<file path="src/rtl/ysyx_22040759_scoreboard.sv">
// Register scoreboard: per-register pending-write counters, EX-stage tracking,
// load-use / WAW-overflow stall generation and a sticky consistency error flag.
module ysyx_22040759_scoreboard #(
   parameter int NREG = 32,
   parameter int CNTW = 2
) (
   input  logic       clock,
   input  logic       reset,
   input  logic       id_valid,
   input  logic       id_rs1_ren,
   input  logic       id_rs2_ren,
   input  logic [4:0] id_rs1,
   input  logic [4:0] id_rs2,
   input  logic [4:0] id_rd,
   input  logic       id_wen,
   input  logic       id_isload,
   input  logic       id_fire,
   input  logic       ex_fire,
   input  logic       ex_kill,
   input  logic       wb_valid,
   input  logic       wb_wen,
   input  logic [4:0] wb_rd,
   output logic       stall,
   output logic       rs1_busy,
   output logic       rs2_busy,
   output logic [2:0] inflight,
   output logic       sb_err
);

   localparam int              SW   = CNTW + 2;
   localparam logic [CNTW-1:0] CMAX = '1;

   // x0 has no storage: it always reads as zero pending writes
   logic [NREG-1:1][CNTW-1:0] cnt_q, cnt_d;
   logic                      ex_valid_q, ex_valid_d;
   logic [4:0]                ex_rd_q, ex_rd_d;
   logic                      ex_wen_q, ex_wen_d;
   logic                      ex_isload_q, ex_isload_d;
   logic [2:0]                inflight_q, inflight_d;
   logic                      sb_err_q, sb_err_d;

   logic [CNTW-1:0] rd_cnt, rs1_cnt, rs2_cnt;
   logic            load_use, waw, issue_ok, bad_fire, kill_ok, clamp_err;

   // look up the current counts of the ID operands (index 0 or out of range reads 0)
   always_comb begin
      rd_cnt  = '0;
      rs1_cnt = '0;
      rs2_cnt = '0;
      for (int r = 1; r < NREG; r++) begin
         if (id_rd  == 5'(r)) rd_cnt  = cnt_q[r];
         if (id_rs1 == 5'(r)) rs1_cnt = cnt_q[r];
         if (id_rs2 == 5'(r)) rs2_cnt = cnt_q[r];
      end
   end

   // hazard detection and stall, purely from current inputs and state
   always_comb begin
      load_use = id_valid & ex_valid_q & ex_isload_q & ex_wen_q & (ex_rd_q != 5'd0) &
                 ((id_rs1_ren & (id_rs1 == ex_rd_q)) | (id_rs2_ren & (id_rs2 == ex_rd_q)));
      waw      = id_valid & id_wen & (id_rd != 5'd0) & (rd_cnt == CMAX);
      stall    = load_use | waw;
      rs1_busy = id_rs1_ren & (id_rs1 != 5'd0) & (rs1_cnt != '0);
      rs2_busy = id_rs2_ren & (id_rs2 != 5'd0) & (rs2_cnt != '0);
      // a handoff attempted under stall is dropped and flagged
      issue_ok = id_fire & ~stall;
      bad_fire = id_fire & stall;
      kill_ok  = ex_kill & ex_valid_q & ex_wen_q & (ex_rd_q != 5'd0);
   end

   // counter update: issue, retire and kill on the same register all sum, then clamp
   always_comb begin
      logic [SW-1:0] up, dn;
      logic [15:0]   tot;
      cnt_d     = cnt_q;
      clamp_err = 1'b0;
      tot       = '0;
      for (int r = 1; r < NREG; r++) begin
         up = SW'(cnt_q[r]) + SW'(issue_ok & id_wen & (id_rd == 5'(r)));
         dn = SW'(wb_valid & wb_wen & (wb_rd == 5'(r))) + SW'(kill_ok & (ex_rd_q == 5'(r)));
         if (up < dn) begin
            cnt_d[r]  = '0;
            clamp_err = 1'b1;
         end else if ((up - dn) > SW'(CMAX)) begin
            cnt_d[r]  = CMAX;
            clamp_err = 1'b1;
         end else begin
            cnt_d[r]  = CNTW'(up - dn);
         end
         tot = tot + 16'(cnt_d[r]);
      end
      inflight_d = (tot > 16'd7) ? 3'd7 : tot[2:0];
      sb_err_d   = sb_err_q | clamp_err | bad_fire;
   end

   // EX tracking: a new issue overwrites (after any kill of the old entry took effect)
   always_comb begin
      ex_valid_d  = ex_valid_q;
      ex_rd_d     = ex_rd_q;
      ex_wen_d    = ex_wen_q;
      ex_isload_d = ex_isload_q;
      if (issue_ok) begin
         ex_valid_d  = 1'b1;
         ex_rd_d     = id_rd;
         ex_wen_d    = id_wen;
         ex_isload_d = id_isload;
      end else if (ex_kill | ex_fire) begin
         ex_valid_d  = 1'b0;
      end
   end

   // state registers with synchronous reset overriding every concurrent event
   always_ff @(posedge clock) begin
      if (reset) begin
         cnt_q       <= '0;
         ex_valid_q  <= 1'b0;
         ex_rd_q     <= 5'd0;
         ex_wen_q    <= 1'b0;
         ex_isload_q <= 1'b0;
         inflight_q  <= 3'd0;
         sb_err_q    <= 1'b0;
      end else begin
         cnt_q       <= cnt_d;
         ex_valid_q  <= ex_valid_d;
         ex_rd_q     <= ex_rd_d;
         ex_wen_q    <= ex_wen_d;
         ex_isload_q <= ex_isload_d;
         inflight_q  <= inflight_d;
         sb_err_q    <= sb_err_d;
      end
   end

   assign inflight = inflight_q;
   assign sb_err   = sb_err_q;

endmodule

</file>
<file path="config.mk">
export PLATFORM = sky130hd
export DESIGN_NAME = ysyx_22040759_scoreboard
export DESIGN_NICKNAME = d
export VERILOG_FILES = /design/src/rtl/ysyx_22040759_scoreboard.sv
export SDC_FILE = /design/constraint.sdc
export NUM_CORES = 1
export LEC_CHECK = 0
export BUFFER_PORTS_ARGS = -buffer_cell sky130_fd_sc_hd__buf_4
export CORE_ASPECT_RATIO = 1.5
export CORE_MARGIN = 8
export CORE_UTILIZATION = 40
export CTS_CLUSTER_SIZE = 8
export DETAILED_ROUTE_END_ITERATION = 12
export PLACE_DENSITY = 0.58
export SETUP_SLACK_MARGIN = 0.5
export SYNTH_ARGS = -nofsm -noshare
export SYNTH_HDL_FRONTEND = slang
export SYNTH_SLANG_ARGS = --single-unit
</file>
<file path="constraint.sdc">
create_clock -name clock -period 13.15 [get_ports clock]
set_input_delay 0.6575 -clock clock [delete_from_list [all_inputs] [get_ports clock]]
set_output_delay 0.6575 -clock clock [all_outputs]
set_load 0.005 [all_outputs]
</file>
; ---- Word level (Yosys, flattened, before mapping)
; Cells that the tools add are included.
[op_classes]
magnitude_cmp = 63
n_mux = 220
add_sub_neg = 123
bitwise_logic = 120
eq_ne = 158
reduce_logical = 7
[ops]
columns = cell, count
row1 = $eq A5 B5 Y1 const B, 80
row2 = $mux W2, 155
row3 = $add A16 B2 Y16, 16
row4 = $and A4 B1 Y4, 60
row5 = $eq A5 B4 Y1 const B, 40
row6 = $gt A4 B2 Y1 const B, 31
row7 = $add A2 B4 Y4, 30
row8 = $add A4 B1 Y4, 30
row9 = $lt A4 B4 Y1, 30
row10 = $sub A4 B4 Y4, 30
row11 = $eq A5 B3 Y1 const B, 20
row12 = $mux W1, 64
row13 = $and A1 B1 Y1, 54
row14 = $eq A5 B2 Y1 const B, 10
row15 = $eq A5 B1 Y1 const B, 5
row16 = $reduce_bool A5 Y1, 4
row17 = $add A15 B2 Y16, 1
row18 = $gt A16 B3 Y1 const B, 1
row19 = $add A14 B2 Y15, 1
row20 = $add A13 B2 Y14, 1
row21 = $add A12 B2 Y13, 1
row22 = $add A11 B2 Y12, 1
row23 = $add A10 B2 Y11, 1
row24 = $add A9 B2 Y10, 1
row25 = other kinds (17), 24
[totals]
word_cells = 728
reg_bits = 74
input_bits = 32

; ---- Logic depth before layout (Yosys ltp)
; Gate-level depths: netlist of the first run.
[logic_depth]
word_depth = 106
mapped_depth = 37
depth_no_buf = 32

; ---- Worst setup path before layout of the first run
; OpenSTA, ideal clock, no wires.
[synth_path]
kind = input to register
start = input id_rd[0]
end = register inflight_q[0] (netlist: inflight[0])
n_path_buf = 2
stages = 31
t_arrival_ns = 8.811
setup_ns = 0.132
path_slack_ns = 4.207
cell_sequence = buf_6 or4b_4 o32ai_4 nor3_1 nor4_4 o311ai_4 o2111ai_4 buf_6 nor4_2 ha_1 ha_1 inv_1 fa_1 ha_1 and2_1 a21o_1 fa_1 inv_1 fa_1 fa_1 inv_1 fa_1 inv_1 fa_1 fa_1 fa_1 ha_1 fa_1 o21a_1 nor3_1 a21oi_1
[synth_between]
elab_chain_len = 76
word_cells_on_any_way = 319
classes_between = 92 x add/sub / 63 x order compare / 32 x eq/ne / 94 x mux / 37 x bitwise / 1 x reduce/logical
[synth_rtl]
columns = item, line
row1 = "start, declared", 14  ; input logic [4:0] id_rd,
row2 = $eq A5 B1 Y1, "51, 79"
row3 = $mux W2 (31 in a row), 51  ; if (id_rd == 5'(r)) rd_cnt = cnt_q[r];
row4 = $eq A2 B2 Y1, 61  ; waw = id_valid & id_wen & (id_rd != 5'd0) & (rd_cnt == CMAX);
row5 = $and A1 B1 Y1, 61
row6 = $or A1 B1 Y1, 62  ; stall = load_use | waw;
row7 = $not A1 Y1, 66  ; issue_ok = id_fire & ~stall;
row8 = $and A1 B1 Y1, 66
row9 = $and A1 B1 Y1, 79  ; up = SW'(cnt_q[r]) + SW'(issue_ok & id_wen & (id_rd == 5'(r)));
row10 = [16 not listed], --
row11 = $add A12 B2 Y13, 90  ; tot = tot + 16'(cnt_d[r]);
row12 = $add A13 B2 Y14, 90
row13 = $add A14 B2 Y15, 90
row14 = $add A15 B2 Y16, 90
row15 = $add A16 B2 Y16 (15 in a row), 90
row16 = $add A16 B2 Y16 (*), 90
row17 = $gt A16 B3 Y1, 92  ; inflight_d = (tot > 16'd7) ? 3'd7 : tot[2:0];
row18 = $mux W3 (*), 92
row19 = "end signal, assigned", 128  ; inflight_q <= inflight_d;
row20 = "end, declared", 39  ; logic [2:0] inflight_q, inflight_d;
; Mark *: on every way between the ends. The rest lies on a longest branch, timed or not.
; A chain may end at the register's enable or synchronous reset.

==> run_results.csv, run 1 <==
group,metric,value,unit
detailed_routing,drt_iter0_markers,876,
worst_setup_path,cp_data_arrival_time,10220,ps
sta,min_period,10000,ps
global_routing,antenna_found_initial,0,
floorplan,pin_count,39,
global_routing,globalRouteMet1Util,0.279,
yosys,synth_edf_count,0,
pwr,switching_share,0.507,
global_routing,grt_max_degree,76,
clock_network,cts_setup_buffers,0,
placed_design,port-buffer-count,38,
yosys,synth_nets,1720,
pwr,p_switching,2070,µW
floorplan,fp.dieW,156,µm
detailed_routing,totalWireLength,44200,µm
sta,relSlewSlack,0.370,
pwr,fin_total_pwr,4080,µW
yosys,async_flop_share,0,
detailed_routing,vias,10480,
worst_setup_path,cp_top_family,"adder cells",
run,cap_viol_max_count,0,
clock_network,cts.htree.levels,3,
clock_network,clkSlewWorstSetupHoldPaths,70,ps
clock_network,clk_path_buf_depth,2,
yosys,synthCells,1404,
yosys,syn_area_per_cell,8.43,µm²
layout,insertedDiodeCount,0,
layout,area_growth,6.41,%
worst_setup_path,slowest_delay,550,ps
clock_network,cts_buffers,9,
global_routing,globalRouteMet3Util,0.0397,
yosys,ys_seq_area_frac,0.125,
floorplan,initial_core_util,0.404,
global_routing,gr-usage-met2,0.436,
yosys,ys.flop_type,"dfxtp_1",
detailed_routing,viasPerCell,5.87,
sta,worst_slew_pin_slew,945,ps
worst_setup_path,path_class,"primary input to flop",
sta,finClkSkew,6.85,ps
detailed_routing,dr.pass1.iters,5,
sta,fin_crit_sh,0.761,
run_status,outcome,"complete, no violations",
pwr,power.leakage,0.00531,µW
global_routing,grt_pass1_vias,10732,
yosys,ys_types,85,
clock_network,clk_latency,370,ps
pwr,power.internal,2010,µW
worst_setup_path,worstSetupEndpointType,"flop",
sta,rsz0062_at_grt,"no",
pwr,power.density,324,nW/µm²
clock_network,root_buffer,"clkbuf_16",
sta,slew_violations,0,
worst_setup_path,cp.buffers_inverters,5,
pwr,p_comb_frac,0.841,
detailed_routing,drc,0,
layout,nets,1702,
detailed_routing,detail-route-antenna-nets,0,
worst_setup_path,r2r_cells,28,
clock_network,cts_hold_buf,0,
placed_design,gp_congestion,1.03,
worst_setup_path,path_depth,30,
detailed_routing,wl_per_cell,24.7,µm
layout,drive_gt1_frac,0.0719,
yosys,synth_area,11800,µm²
yosys,ys_warn_count,0,
pwr,power_frac_clock,0.066,
floorplan,rows,77,
floorplan,fp.dieH,227,µm
global_routing,grt_overflow_total,0,
worst_setup_path,cp-start-kind,"primary input",
worst_setup_path,cp_slowest_cell,"nor3_1",
layout,final_common_cell,"inv_1",
global_routing,track_usage,0.255,
worst_hold_path,hp-class,"flop to flop",
sta,setup_viol,0,
global_routing,grt-busiest-layer,"met2",
layout,layoutNonFillerInstCount,1786,
sta,hold_violations,0,
global_routing,grt_pass1_wl,66400,µm
layout,final_cell_mix,"inv_1, ha_1, nor2_1, fa_1, a21oi_1",
yosys,ys_ff_latch,74,
floorplan,core-area,29300,µm²
worst_setup_path,critPathMostFrequentCell,"fa_1",
sta,tns,0,ps
worst_setup_path,worst-endpoint-required,13360,ps
worst_setup_path,worstPathMaxFanout,31,
worst_hold_path,hold_depth,2,
sta,fmax,0.100,GHz
clock_network,cts_resized,0,
placed_design,dp_cells,1770,
placed_design,hpwl,36600,µm
clock_network,cts_tree,"built",
layout,fillers,3015,
clock_network,clock_sinks,74,
floorplan,dieArea,35400,µm²
pwr,vdd_ir_drop_max,0.000744,V
pwr,p_seq_frac,0.092,
## path summary, 6_finish.rpt
path	from	endpoint	slack (ps)
worst max-delay path	id_rd[2]	inflight[2]	3150
worst min-delay path	ex_wen_q	ex_wen_q	520
worst max register to register	cnt_q[57]	inflight[2]	3350
worst min register to register	ex_wen_q	ex_wen_q	520
## power by group through the flow
stage          Sequential (µW)  Clock (µW)  Combinational, µW
3_5_place_dp               376           0               3500
3_3_place_gp               376           0               3500
2_1_floorplan              316           0               2740
4_1_cts                    370         273               3530
6_report                   376         271               3440
5_1_grt                    371         284               3990
## metal layers
layer | routed length, µm | share of wire | vias up
li1 | - | - | 4789
met1 | 16500 | 0.37 | 5127
met2 | 21600 | 0.49 | 417
met3 | 2360 | 0.053 | 147
met4 | 3680 | 0.083 | 0
met5 | 0 | 0 | -
## worst min-delay path, stage by stage (launching register included)
cell and delay (ps):
dfxtp_1 330, o211ai_1 80, a21oi_1 60
## flip-flops by register name, summed over array words and instances (netlist names)
| register | flops |
|---|---|
| cnt_q | 62 |
| ex_rd_q | 5 |
| ex_wen_q | 1 |
| ex_isload_q | 1 |
| inflight | 3 |
| sb_err | 1 |
| ex_valid_q | 1 |
## cell usage after synthesis (12+ instances only)
| master | count | area [µm²] |
|---|---|---|
| nor2b_1 | 64 | 400 |
| dfxtp_1 | 74 | 1480 |
| a21o_1 | 22 | 165 |
| nor4_1 | 13 | 81.3 |
| nand4_1 | 13 | 81.3 |
| fa_1 | 119 | 2380 |
| nand2_1 | 54 | 203 |
| nor3_1 | 27 | 135 |
| inv_1 | 207 | 777 |
| clkbuf_1 | 45 | 169 |
| nand3_1 | 25 | 125 |
| xnor2_1 | 12 | 105 |
| and2_1 | 31 | 194 |
| o21ai_0 | 39 | 195 |
| a21oi_1 | 84 | 420 |
| nand2b_1 | 19 | 119 |
| ha_1 | 165 | 2060 |
| o31ai_1 | 34 | 255 |
| nor2_1 | 130 | 488 |
| mux2i_1 | 14 | 140 |
## final cells by class
class / instances / area, µm² / area share
multi-input cells: 1054 / 9240 / 0.734
flip-flops and latches: 74 / 1480 / 0.118
inverters: 208 / 781 / 0.0620
well taps: 395 / 494 / 0.0393
repair buffers: 39 / 293 / 0.0233
clock buffers: 9 / 225 / 0.0179
clock inverters: 7 / 77.6 / 0.00616
## through the flow
stage,util,setup slack [ps],hold slack (ps),instance area (µm²)
3_5_place_dp,0.419,2780,505,12300
3_3_place_gp,0.419,2840,513,12300
4_1_cts,0.430,3150,516,12600
5_1_grt,0.430,2610,546,12600
2_1_floorplan,-,4210,470,11800
6_report,0.430,3150,524,12600
## cells by family after synthesis
family | Yosys count | synth area share
flops | 74 | 0.125
compound gates | 298 | 0.174
simple gates | 437 | 0.198
fa+ha+maj | 284 | 0.376
xor+xnor | 12 | 0.00888
buf+inv | 276 | 0.0940
mux | 23 | 0.0242
No activity file was read; power rests on OpenSTA's default activity.
==> run 2, diff against run 1 <==
--- a/config.mk
+++ b/config.mk
@@ -11,7 +11,7 @@
 export CORE_UTILIZATION = 40
 export CTS_CLUSTER_SIZE = 8
 export DETAILED_ROUTE_END_ITERATION = 12
-export PLACE_DENSITY = 0.58
+export PLACE_DENSITY = 0.6
 export SETUP_SLACK_MARGIN = 0.5
 export SYNTH_ARGS = -nofsm -noshare
 export SYNTH_HDL_FRONTEND = slang
==> constraint.sdc (replaced) <==
create_clock -name clock -period 9.2 [get_ports clock]
set_input_delay 0.46 -clock clock [delete_from_list [all_inputs] [get_ports clock]]
set_output_delay 0.46 -clock clock [all_outputs]
set_load 0.005 [all_outputs]
==> run 2 against run 1 <==
  * Clock power rose by 42%
  * First-iteration DRC count fell by 15%
  * Cell count rose by 9.5%
  * Total power rose by 62%
  * Flip-flop and latch count did not move
  * Count of clock-buffer cells in the layout rose by 2
  * Highest routed layer is now met5
==> run_results.csv, run 2 (synthesis results as in run 1) <==
group,metric,value,unit
run_status,outcome,"complete, no violations",
floorplan,fp.dieW,156,µm
clock_network,cts_buffers,9,
clock_network,cts_tree,"built",
layout,fillers,2879,
floorplan,core-area,29300,µm²
floorplan,dieArea,35400,µm²
layout,final_core_util,0.503,
sta,setup_viol,0,
detailed_routing,dr.pass1.iters,5,
layout,regMostFlops,"cnt_q",
floorplan,pin_count,39,
placed_design,gp_congestion,1.03,
detailed_routing,wl_per_cell,24.2,µm
placed_design,hpwl,39100,µm
worst_setup_path,worstSetupEndpointType,"flop",
worst_setup_path,worstPathMaxFanout,7,
global_routing,grt_max_degree,76,
worst_setup_path,cp_data_arrival_time,8880,ps
global_routing,grt_pass1_vias,11612,
worst_setup_path,critPathMostFrequentCell,"fa_1",
worst_setup_path,cp_slowest_cell,"fa_1",
sta,worst_slew_pin_slew,939,ps
floorplan,initial_core_util,0.404,
detailed_routing,detail-route-antenna-nets,0,
sta,slew_violations,0,
worst_setup_path,r2r_cells,28,
sta,min_period,8670,ps
layout,final_common_cell,"inv_1",
layout,final_cell_mix,"inv_1, buf_4, ha_1, nor2_1, fa_1",
sta,rsz0062_at_grt,"yes",
worst_hold_path,hold_end,"ex_isload_q",
sta,timing.hold.ws,362,ps
clock_network,root_buffer,"clkbuf_16",
worst_hold_path,hold_depth,3,
clock_network,clk_latency,380,ps
clock_network,clkSlewWorstSetupHoldPaths,60,ps
detailed_routing,totalWireLength,47400,µm
worst_setup_path,r2r-end,"inflight[2]",
global_routing,grt_overflow_total,0,
layout,stdcell_area,14700,µm²
sta,relSlewSlack,0.374,
global_routing,track_usage,0.272,
sta,finClkSkew,14.2,ps
worst_setup_path,worst-endpoint-required,9410,ps
sta,setup_slack,531,ps
worst_setup_path,path_class,"primary input to flop",
worst_setup_path,reg2reg_from,"cnt_q[43]",
clock_network,clock_sinks,74,
run,cap_viol_max_count,0,
pwr,vdd_ir_drop_max,0.00131,V
global_routing,antenna_found_initial,1,
layout,nets,1872,
worst_hold_path,hold_start,"id_isload",
detailed_routing,drc,0,
layout,insertedDiodeCount,0,
sta,fin_crit_sh,0.942,
sta,fmax,0.115,GHz
worst_setup_path,cp-start-kind,"primary input",
clock_network,cts_hold_buf,0,
detailed_routing,vias,11298,
detailed_routing,drt_iter0_markers,746,
layout,largest_register_ffs,62,
clock_network,cts.htree.levels,3,
worst_setup_path,slowest_delay,590,ps
layout,drive_gt1_frac,0.263,
sta,hold_violations,0,
pwr,power.density,449,nW/µm²
floorplan,rows,77,
floorplan,fp.dieH,227,µm
placed_design,place_area,13400,µm²
placed_design,port-buffer-count,38,
detailed_routing,viasPerCell,5.78,
worst_setup_path,rrSetupSlack,550,ps
global_routing,grt_pass1_wl,70600,µm
pwr,power.leakage,0.00626,µW
worst_hold_path,hp-class,"primary input to flop",
placed_design,place_ws,-276,ps
layout,area_growth,24.5,%
clock_network,clk_path_buf_depth,2,
[run 2: how the worst max path moves through the flow]
| stage | from | endpoint | slack (ps) | cells past startpoint |
|---|---|---|---|---|
| after floorplan | id_rd[0] | inflight[0] | 530 | 31 |
| after global placement | id_rd[1] | inflight[2] | -270 | 33 |
| after detailed placement | id_rd[0] | inflight[1] | -280 | 32 |
| after CTS | id_rd[1] | inflight[1] | 500 | 32 |
| after global routing | id_rd[0] | inflight[2] | 250 | 33 |
| final | id_rd[0] | inflight[2] | 530 | 29 |
[run 2: where the power goes]
group          internal [µW]  switching [µW]  leakage [µW]
sequential               401            92.9      0.000611
combinational           2720            3020       0.00550
clock                    223             163      0.000151
[run 2: stage by stage]
step	total power, µW	setup TNS, ps	cells
floorplan	4470	0	1404
finish	6610	0	1956
CTS	6260	0	1935
detailed placement	5810	-819	1912
global route	7450	0	1956
global placement	5740	-816	1912
[run 2: final cells by class]
type	instances	area (µm²)	share of cell area
multi-input combinational	1054	9920	0.673
timing repair buffer	209	1740	0.118
sequential	74	1500	0.102
inverter	208	781	0.0530
tap	395	494	0.0335
clock buffer	11	253	0.0172
clock inverter	5	52.6	0.00357
[run 2: critical path, delay by kind of cell]
| kind | cells | cell delay, ps |
|---|---|---|
| adder cells (fa/ha/maj) | 13 | 5380 |
| AND/OR/NAND/NOR | 5 | 1340 |
| AO/OA/AOI/OAI | 7 | 1200 |
| buffers and inverters | 4 | 490 |
[run 2: per-layer routing]
layer	up-vias	share of wire	global-route usage	wire length [µm]
li1	5128	-	-	-
met1	5466	0.36	0.293	17000
met2	511	0.47	0.446	22400
met3	191	0.066	0.0568	3140
met4	2	0.10	0.240	4810
met5	-	0.00025	0	12
[run 2: what timing repair did]
action	4_1_cts	5_1_grt
buffers inserted	6	20
cloned	1	1
pin swaps	19	74
endpoints found under the setup margin	3	3
gates resized for setup	27	156
